`src/rtl/nibbler_pc_sequencer.sv`:
```
// Fetch/execute sequencer for the Nibbler core: drives the program counter, latches ir/opr, resolves jumps.
// Optional build macro NIBBLER_SINGLE_STEP_EN adds a `step` input that gates each fetch on a rising edge.
module nibbler_pc_sequencer (
  input  logic        clk,
  input  logic        reset,
  input  logic        run,
`ifdef NIBBLER_SINGLE_STEP_EN
  input  logic        step,
`endif
  input  logic [7:0]  prog_byte,
  input  logic        flag_c,
  input  logic        flag_z,
  output logic        pc_enable,
  output logic        pc_clr,
  output logic        pc_load,
  output logic [11:0] pc_target,
  output logic [7:0]  ir,
  output logic [7:0]  opr,
  output logic        exec_strobe,
  output logic        halted
);

  typedef enum logic [2:0] {
    S_IDLE,
    S_FETCH,
    S_OPERAND,
    S_EXEC,
    S_HALT
  } state_t;

  state_t      r_state;
  state_t      w_state_nxt;
  logic [7:0]  r_ir;
  logic [7:0]  r_opr;
  logic        w_ld_ir;
  logic        w_ld_opr;
  logic        w_step_ok;
  logic [3:0]  w_opcode;
  logic        w_is_jump;
  logic        w_taken;

  assign w_opcode  = r_ir[7:4];
  assign ir        = r_ir;
  assign opr       = r_opr;
  assign pc_target = {r_ir[3:0], r_opr};

`ifdef NIBBLER_SINGLE_STEP_EN
  logic r_step_d;
  logic r_step_pend;
  logic w_step_rise;

  assign w_step_rise = step & ~r_step_d;
  assign w_step_ok   = r_step_pend | w_step_rise;

  // An edge seen mid-instruction is held until the next FETCH so no step is lost.
  always_ff @(posedge clk or negedge reset) begin
    if (!reset) begin
      r_step_d    <= 1'b0;
      r_step_pend <= 1'b0;
    end else begin
      r_step_d <= step;
      if (r_state == S_IDLE)
        r_step_pend <= 1'b0;
      else if (r_state == S_FETCH && run && w_step_ok)
        r_step_pend <= 1'b0;
      else
        r_step_pend <= r_step_pend | w_step_rise;
    end
  end
`else
  assign w_step_ok = 1'b1;
`endif

  always_comb begin
    w_is_jump = 1'b1;
    w_taken   = 1'b0;
    case (w_opcode)
      4'h8:    w_taken = 1'b1;
      4'h9:    w_taken = flag_z;
      4'hA:    w_taken = ~flag_z;
      4'hB:    w_taken = flag_c;
      4'hC:    w_taken = ~flag_c;
      default: w_is_jump = 1'b0;
    endcase
  end

  always_ff @(posedge clk or negedge reset) begin
    if (!reset) begin
      r_state <= S_IDLE;
      r_ir    <= 8'h00;
      r_opr   <= 8'h00;
    end else begin
      r_state <= w_state_nxt;
      if (w_ld_ir)
        r_ir <= prog_byte;
      if (w_ld_opr)
        r_opr <= prog_byte;
    end
  end

  // Only one of pc_enable/pc_clr/pc_load is ever high, so the PC never arbitrates.
  always_comb begin
    w_state_nxt = r_state;
    pc_enable   = 1'b0;
    pc_clr      = 1'b0;
    pc_load     = 1'b0;
    exec_strobe = 1'b0;
    halted      = 1'b0;
    w_ld_ir     = 1'b0;
    w_ld_opr    = 1'b0;
    case (r_state)
      S_IDLE: begin
        pc_clr = 1'b1;
        if (run)
          w_state_nxt = S_FETCH;
      end
      S_FETCH: begin
        if (run && w_step_ok) begin
          pc_enable   = 1'b1;
          w_ld_ir     = 1'b1;
          w_state_nxt = S_OPERAND;
        end
      end
      S_OPERAND: begin
        pc_enable   = 1'b1;
        w_ld_opr    = 1'b1;
        w_state_nxt = S_EXEC;
      end
      S_EXEC: begin
        w_state_nxt = S_FETCH;
        if (w_opcode == 4'hF)
          w_state_nxt = S_HALT;
        else if (w_is_jump)
          pc_load = w_taken;
        else
          exec_strobe = 1'b1;
      end
      S_HALT: begin
        halted = 1'b1;
      end
      default: w_state_nxt = S_IDLE;
    endcase
  end

endmodule

```
`config.mk`:
```
export PLATFORM = sky130hd
export DESIGN_NAME = nibbler_pc_sequencer
export DESIGN_NICKNAME = d
export VERILOG_FILES = /design/src/rtl/nibbler_pc_sequencer.sv
export SDC_FILE = /design/constraint.sdc
export NUM_CORES = 1
export LEC_CHECK = 0
export CAP_MARGIN = 20
export CORE_MARGIN = 2
export CORE_UTILIZATION = 35
export DETAILED_ROUTE_END_ITERATION = 8
export DONT_BUFFER_PORTS = 1
export SYNTH_ARGS = -nofsm -noshare
export SYNTH_HDL_FRONTEND = slang
export SYNTH_SLANG_ARGS = --single-unit
export TNS_END_PERCENT = 1
```
`constraint.sdc`:
```
create_clock -name clk -period 1.62 [get_ports clk]
set_input_delay 0.243 -clock clk [delete_from_list [all_inputs] [get_ports clk]]
set_output_delay 0.243 -clock clk [all_outputs]
set_load 0.05 [all_outputs]
```
## Yosys cells after proc, flatten, opt, wreduce, memory -nomap -nowiden

Index checks and enable logic that the tools add are counted.
W data, S select, Z words.

| word-level totals | value |
|---|---|
| flip-flop bits (word level) | 19 |
| latch bits | 0 |
| bits in writable memories | 0 |
| memory bits (read-only) | 0 |
| input bits | 13 |
| memories kept | 0 |

| cells by class | value |
|---|---|
| add/sub/neg operators | 0 |
| multiply operators | 0 |
| divide/modulo/power cells | 0 |
| $lt $le $gt $ge | 0 |
| equal/unequal tests | 12 |
| shift operators | 0 |
| muxes and demuxes | 18 |
| bitwise gates (word level) | 3 |
| reductions and logical operators | 3 |

Operators by type and width:

| cell | number |
|---|---|
| $eq A4 B4 Y1 const B | 6 |
| $pmux W3 S5 | 1 |
| $mux W1 | 12 |
| $mux W3 | 3 |
| $eq A3 B2 Y1 const B | 2 |
| $pmux W1 S5 | 1 |
| $reduce_or A5 Y1 | 1 |
| $ne A2 B2 Y1 const B | 2 |
| $eq A3 B1 Y1 const B | 1 |
| $eq A3 B3 Y1 const B | 1 |
| $logic_not A3 Y1 | 1 |
| $not A1 Y1 | 3 |
| $reduce_and A3 Y1 | 1 |
| $pmux W1 S2 | 1 |

## Longest topological paths before layout

Gate-level depths: netlist of the first run.

| depth | value |
|---|---|
| word-level depth | 6 |
| gate-level depth with buffers | 5 |
| mapped depth without buffers | 3 |

## Worst setup path after synthesis of the first run

No wires, ideal clock.

| path | value |
|---|---|
| kind | register -> output |
| start point | register r_ir[4] (netlist: ir[4]) |
| end point | output port pc_load |
| arrival | 2266 ps |
| required time | 1377 ps |
| slack | -889 ps |
| stages on the path, launching flop included | 3 |
| path buffers | 0 |
| cells stage by stage | dfrtp_1 > or3_1 > a311oi_1 |

| between the ends | value |
|---|---|
| word-level cells in the longest chain between the ends | 6 |
| elaborated cells between the ends (all ways) | 12 |
| those cells by class | 6 x eq/ne; 5 x mux; 1 x reduce/logical |

Ends and longest elaborated chain:

| what | RTL line | RTL |
|---|---|---|
| from (decl) | 33 | `logic [7:0] r_ir;` |
| from (signal assigned) | 95 | `r_ir <= prog_byte;` |
| $eq A4 B4 Y1 | 77 | `case (w_opcode)` |
| $reduce_or A5 Y1 (no line) | n/a |  |
| $mux W1 | 77 |  |
| $mux W1 | 133 | `else if (w_is_jump)` |
| $mux W1 * | 131 | `if (w_opcode == 4'hF)` |
| $mux W1 * | 111 | `case (r_state)` |
| to (decl) | 15 | `output logic pc_load,` |

Every way passes the cells marked *; elsewhere a longest branch is shown, timed or not.

## Final worst setup path of the first run

Ends and elaborated chain as after synthesis.

==> metrics.txt, run 1 <==
wire length of the first global-routing pass=3110 um; top cell type's share of synthesized area=50.9%; number of antenna violations at the first check in global routing=0; clock input transition at the sequential cells of the worst setup and hold paths=0.10 ns; number of register bits inferred by synthesis=19; Area contributors post-synth=dfrtp_1 51%, mux2_2 18%, buf_4 9.6%; total of warnings raised by yosys=0; TritonCTS Buffers=3; DR pass1 iterations=2; Die Area=3100 um2; flip-flop cell with the highest count after synthesis=dfrtp_1; fill count=238; Core ar.=2500 um2; worst slew margin relative to its limit=42.0%; number of buffers between clock root and the deepest sink=2; cell taking the most area after synthesis=dfrtp_1; share of the clock period used by the worst path=111%; CP Data Required Time=1.38 ns; post-detailed-route count of antenna-violating nets=0; cell chain of the critical path=or3_4 -> a311oi_4 -> buf_12; Max Clk Rate=557 MHz; Critical-path top delay cell=dfrtp_1; transition time at the pin with the least slew margin=0.868 ns; clock skew=0.00659 ns; Root Driver=clkbuf_4; layout cells sized above 1=58.9%; most frequent cells in the layout=25 x buf_4, 17 x dfrtp_1, 15 x mux2_2, 5 x nand2_1; violations in the final reports=negative setup slack; final critical path time including I/O delays and setup=1.80 ns; last weighted congestion value of the routability-driven placer=0.694; crit path kind=register to primary output; Vias/cell=5.06; Row Count=18; minimum setup slack after placement=0.0898 ns; maxcap violations=0; classification of the worst-slack hold path=input port to register; Crit. End Element=primary output; P&R area growth vs syn=24.2%; residual DRC count=0; outcome=complete, but fails checks; number of sinks driven by the clock tree=19; Mapped Nets=90; pin count of the biggest net entering global routing=20; endpoints failing hold=0; data arrival at the endpoint of the critical path=1.55 ns; share of flip-flops with an asynchronous set or reset=100%; number of global-route vias before repair=662; post-route worst setup slack=-0.176 ns; maximum single-stage delay on the critical path=0.43 ns; Synth Cell Area=935 um2; Routed WL per cell=14.8 um; clock latency on the worst-skew pair=0.29 ns; Routed WL=1850 um; count of flip-flops with a built-in enable after synthesis=0; total track usage=12.6%; Slew Limit Fails=0; overall overflow remaining after global route=0; number of top-level pins=46; TritonCTS clock tree=built; NumNets Final=109; Detailed Route Iter0 Violations=6; antenna diode count=0; Avg Inst Size Synth=12.1 um2; via count=632; starting density of the core=37.4%; Detail Placement HPWL=1320 um; distinct cell type count of the synthesized netlist=24; final setup violation count=3; sort of element at the start of the critical path=register; crit-path max FO=5; top cell family by delay on the critical path=flip-flops; height of the die=55.7 um; register area share after synthesis=50.9%; Port Buffer Count=0; H-Tree Level Count=1; Worst Path Buf+Inv=1; commonest non-fill, non-tap cell in the layout=buf_4; width of the die=55.7 um; Mapped Cells=77; setup repair after global routing missed its margin=true
[state kept, by name (all words and copies together) (netlist names)]
| name | count |
|---|---|
| ir | 8 |
| opr | 8 |
| r_state | 3 |
[synth_stat cells, drive strengths merged, types with 2 or more instances]
cell type,instances
nand2,5
nor3,2
nor3b,2
nor2,3
mux2,15
or2,2
buf,13
dfrtp,19
o21ai,3
[repair_timing]
item / 4_1_cts / 5_1_grt
hold buffers: 1 / 0
pin swaps: 2 / 2
resized for setup: 5 / 3
buffers inserted: 3 / 0
setup endpoints to repair: 4 / 4
hold endpoints to repair: 19 / 0
[path summary, 6_finish.rpt]
kind                                        start                      to  slack, ns  cells after the start
max reg2reg                r_state[2]$_DFFE_PN0P_      opr[4]$_DFFE_PN0P_       0.12                      3
min in group asynchronous                   reset      opr[1]$_DFFE_PN0P_       0.50                      1
max in group asynchronous                   reset  r_state[2]$_DFFE_PN0P_       0.53                      1
min reg2reg                     ir[2]$_DFFE_PN0P_       ir[2]$_DFFE_PN0P_       0.52                      1
min                                  prog_byte[5]       ir[5]$_DFFE_PN0P_       0.07                      2
max                             ir[4]$_DFFE_PN0P_                 pc_load      -0.18                      3
[worst reg2reg max path: stages (launching register included)]
cell and delay [ns]:
dfrtp_2 0.46, nor3b_4 0.39, buf_4 0.21, mux2_2 0.33
[logic make-up (layout without fill, tap and decap cells)]
logic type / count (synthesis) / after routing / synth area share (%)
XOR/XNOR: 1 / 1 / 0.937
flip-flops: 19 / 19 / 50.9
multiplexers: 15 / 15 / 18.1
AND/OR/NAND/NOR: 21 / 21 / 14.2
AO/OA/AOI/OAI: 6 / 6 / 3.88
buffers and inverters: 15 / 33 / 12.0
[metal layers]
metal	wire [um]	GRT usage [%]
met1	657	14.1
met2	1030	22.3
met3	143	4.88
met4	16	3.14
met5	0	0
[stage by stage]
stage	TNS [ns]	cells	hold slack [ns]	utilization, %	instance area, um2
after floorplan	-0.854	77	-0.0526	-	957
after global placement	0	117	-0.0520	43.1	1080
after detailed placement	0	117	-0.0519	43.1	1080
after CTS	-0.340	125	0.0690	46.2	1150
after global routing	-0.595	125	0.0687	46.4	1160
final	-0.312	125	0.0743	46.4	1160
[final cells by class]
cell class | count | area (um2) | area share (%)
flip-flops and latches | 19 | 478 | 41.2
repair buffers | 28 | 229 | 19.7
clock inverters | 1 | 5.00 | 0.431
clock buffers | 3 | 22.5 | 1.94
well taps | 30 | 37.5 | 3.23
multi-input cells | 43 | 385 | 33.2
inverters | 1 | 3.75 | 0.323
Power of run 1 is not shown: default switching activity piles up to over one toggle a cycle in this logic, so the estimate is an artifact.
==> run 2, diff against run 1 <==
--- a/config.mk
+++ b/config.mk
@@ -10,6 +10,7 @@
 export CORE_UTILIZATION = 35
 export DETAILED_ROUTE_END_ITERATION = 8
 export DONT_BUFFER_PORTS = 1
+export SLEW_MARGIN = 15
 export SYNTH_ARGS = -nofsm -noshare
 export SYNTH_HDL_FRONTEND = slang
 export SYNTH_SLANG_ARGS = --single-unit
==> results of run 2 <==
No change in the layout: final DEF, timing and power equal those of run 1.
Power of run 2 is left out for the same reason.
==> patch (settings of run 2) <==
The 5 states of `state_t` get a one-hot encoding in 5 bits.
--- a/src/rtl/nibbler_pc_sequencer.sv
+++ b/src/rtl/nibbler_pc_sequencer.sv
@@ -22,8 +22,8 @@
 
-  typedef enum logic [2:0] {
-    S_IDLE,
-    S_FETCH,
-    S_OPERAND,
-    S_EXEC,
-    S_HALT
+  typedef enum logic [4:0] {
+    S_IDLE    = 5'b00001,
+    S_FETCH   = 5'b00010,
+    S_OPERAND = 5'b00100,
+    S_EXEC    = 5'b01000,
+    S_HALT    = 5'b10000
   } state_t;
Check against the original RTL: no difference found for any inputs over 10 cycles, from zero or initial values and one cycle with reset low; not proved beyond that.
==> patch against run 2 <==
- the run still ends with negative setup slack left
- global-route usage up 1.9 points
- area after synthesis rose by 16%
- sequential cell count is 2 higher
- sequential share of layout area is 4.6 points lower
- final cell count grew 22%
- cell area rose by 25%
- routed wire length is 22% higher
- worst setup slack better by 31 ps
Power is not shown: default switching activity piles up to over one toggle a cycle in this logic, so the estimate is an artifact.
==> patch: results (changes against run 2) <==
[finish]
stdcell_count = 153  ; was 125
drive_gt1_share_pct = 61.7  ; was 58.9%

[timing]
worstMarginPinSlew_ps = 458  ; was 868 ps
finClkSkew_ps = 4.06  ; was 6.59 ps
finalWorstSetupSlack_ps = -146  ; was -176 ps
finalSetupViolations = 5  ; was 3
setup-tns-final_ps = -524  ; was -312 ps

[logic_synthesis]
synth_area_leaders = dfrtp_1 (46%), mux2_4 (11%), buf_4 (8.3%)  ; was dfrtp_1 (51%), mux2_2 (18%), buf_4 (9.6%)
yosysUniqueCellTypes = 29  ; was 24
yosys-top-cells-count = dfrtp_1 (20), buf_4 (12), mux2_2 (8), mux2_4 (8), nor2_1 (6)  ; was dfrtp_1 (19), mux2_2 (15), buf_4 (12)
avgSynthCellArea_sq_um = 11.6  ; was 12.1 sq um
synth.net_count = 106  ; was 90
yosysSeqAreaShare_pct = 48.7  ; was 50.9%

[placement]
hpwl_microns = 1590  ; was 1320 microns
dpl.cell_count = 136  ; was 117
place_congestion = 0.697  ; was 0.694

[routing]
viasPerCell = 5.14  ; was 5.06
wl_per_cell_microns = 14.8  ; about the same
first_pass_iters = 4  ; was 2

[setup_path]
worst_ep_arrival_time_ps = 1520  ; was 1550 ps
crit_start = r_state[0]$_DFFE_PN1P_  ; was ir[4]$_DFFE_PN0P_
rr_startpoint = r_state[4]$_DFFE_PN0P_  ; was r_state[2]$_DFFE_PN0P_
cp_max_fo = 4  ; was 5

[worst_hold_path]
hp-start = prog_byte[3]  ; was prog_byte[5]

[global_route]
grtUsageTotal_pct = 14.5  ; was 12.6%
grt_first_pass_wirelength_microns = 3840  ; was 3110 microns

[outcome]
status = complete, but fails checks  ; unchanged
violations = negative setup slack  ; unchanged

## patch: changes by cell type after synthesis, sizes merged, moves of 2 or more
cell,delta
nor2,+3
nor3b,-2
inv,+4
and4,+2
xnor2,+2
a21oi,+4
## patch: path summary, 6_finish.rpt
path,cells after the start,end,slack (ps)
worst max-delay path,3,pc_load,-150
worst min-delay path,1,ir[3]$_DFFE_PN0P_,80
worst max register to register,8,r_state[1]$_DFFE_PN0P_,-20
worst min register to register,1,opr[6]$_DFFE_PN0P_,520
max in group asynchronous,2,r_state[0]$_DFFE_PN1P_,770
min in group asynchronous,1,r_state[1]$_DFFE_PN0P_,320
## patch: per-stage QoR
step                setup WS [ps]  cell area, sq um
detailed placement           77.9              1220
CTS                          -132              1400
global placement              126              1220
global route                 -238              1450
floorplan                   -31.9              1090
finish                       -146              1450
## patch: what timing repair did
item,in CTS,in global routing
setup buffers,11,0
pin swaps,5,3
endpoints found under the setup margin,5,15
resized for setup,16,8
hold buffers,1,0
endpoints found under the hold margin,21,0
gates cloned,0,0
## patch: final cells by class
class,instances,area [sq um]
repair buffers,38,342
well taps,33,41.3
fillers,288,1550
clock buffers,3,22.5
clock inverters,1,5.00
inverters,5,18.8
multi-input cells,52,490
flip-flops and latches,21,529
## patch: layer usage
metal / vias up / wire length (microns) / track usage [%]
met3: 2 / 150 / 4.37
met2: 26 / 1180 / 24.3
met5: - / 0 / 0
li1: 361 / - / -
met4: 0 / 14 / 4.76
met1: 398 / 915 / 17.7
## patch: logic make-up after synthesis
family,Yosys count,share of synthesized area (%)
and+or+nand+nor,23,12.5
DFF,21,48.7
buffers and inverters,20,11.9
muxes,16,19.4
AOI/OAI and AO/OA,11,5.90
xor gates and xnor gates,2,1.62
## patch: critical path: stages, from the launching register on
cell	delay, ps
dfstp_2	420
nor3_2	240
and3b_2	240
and4_4	320
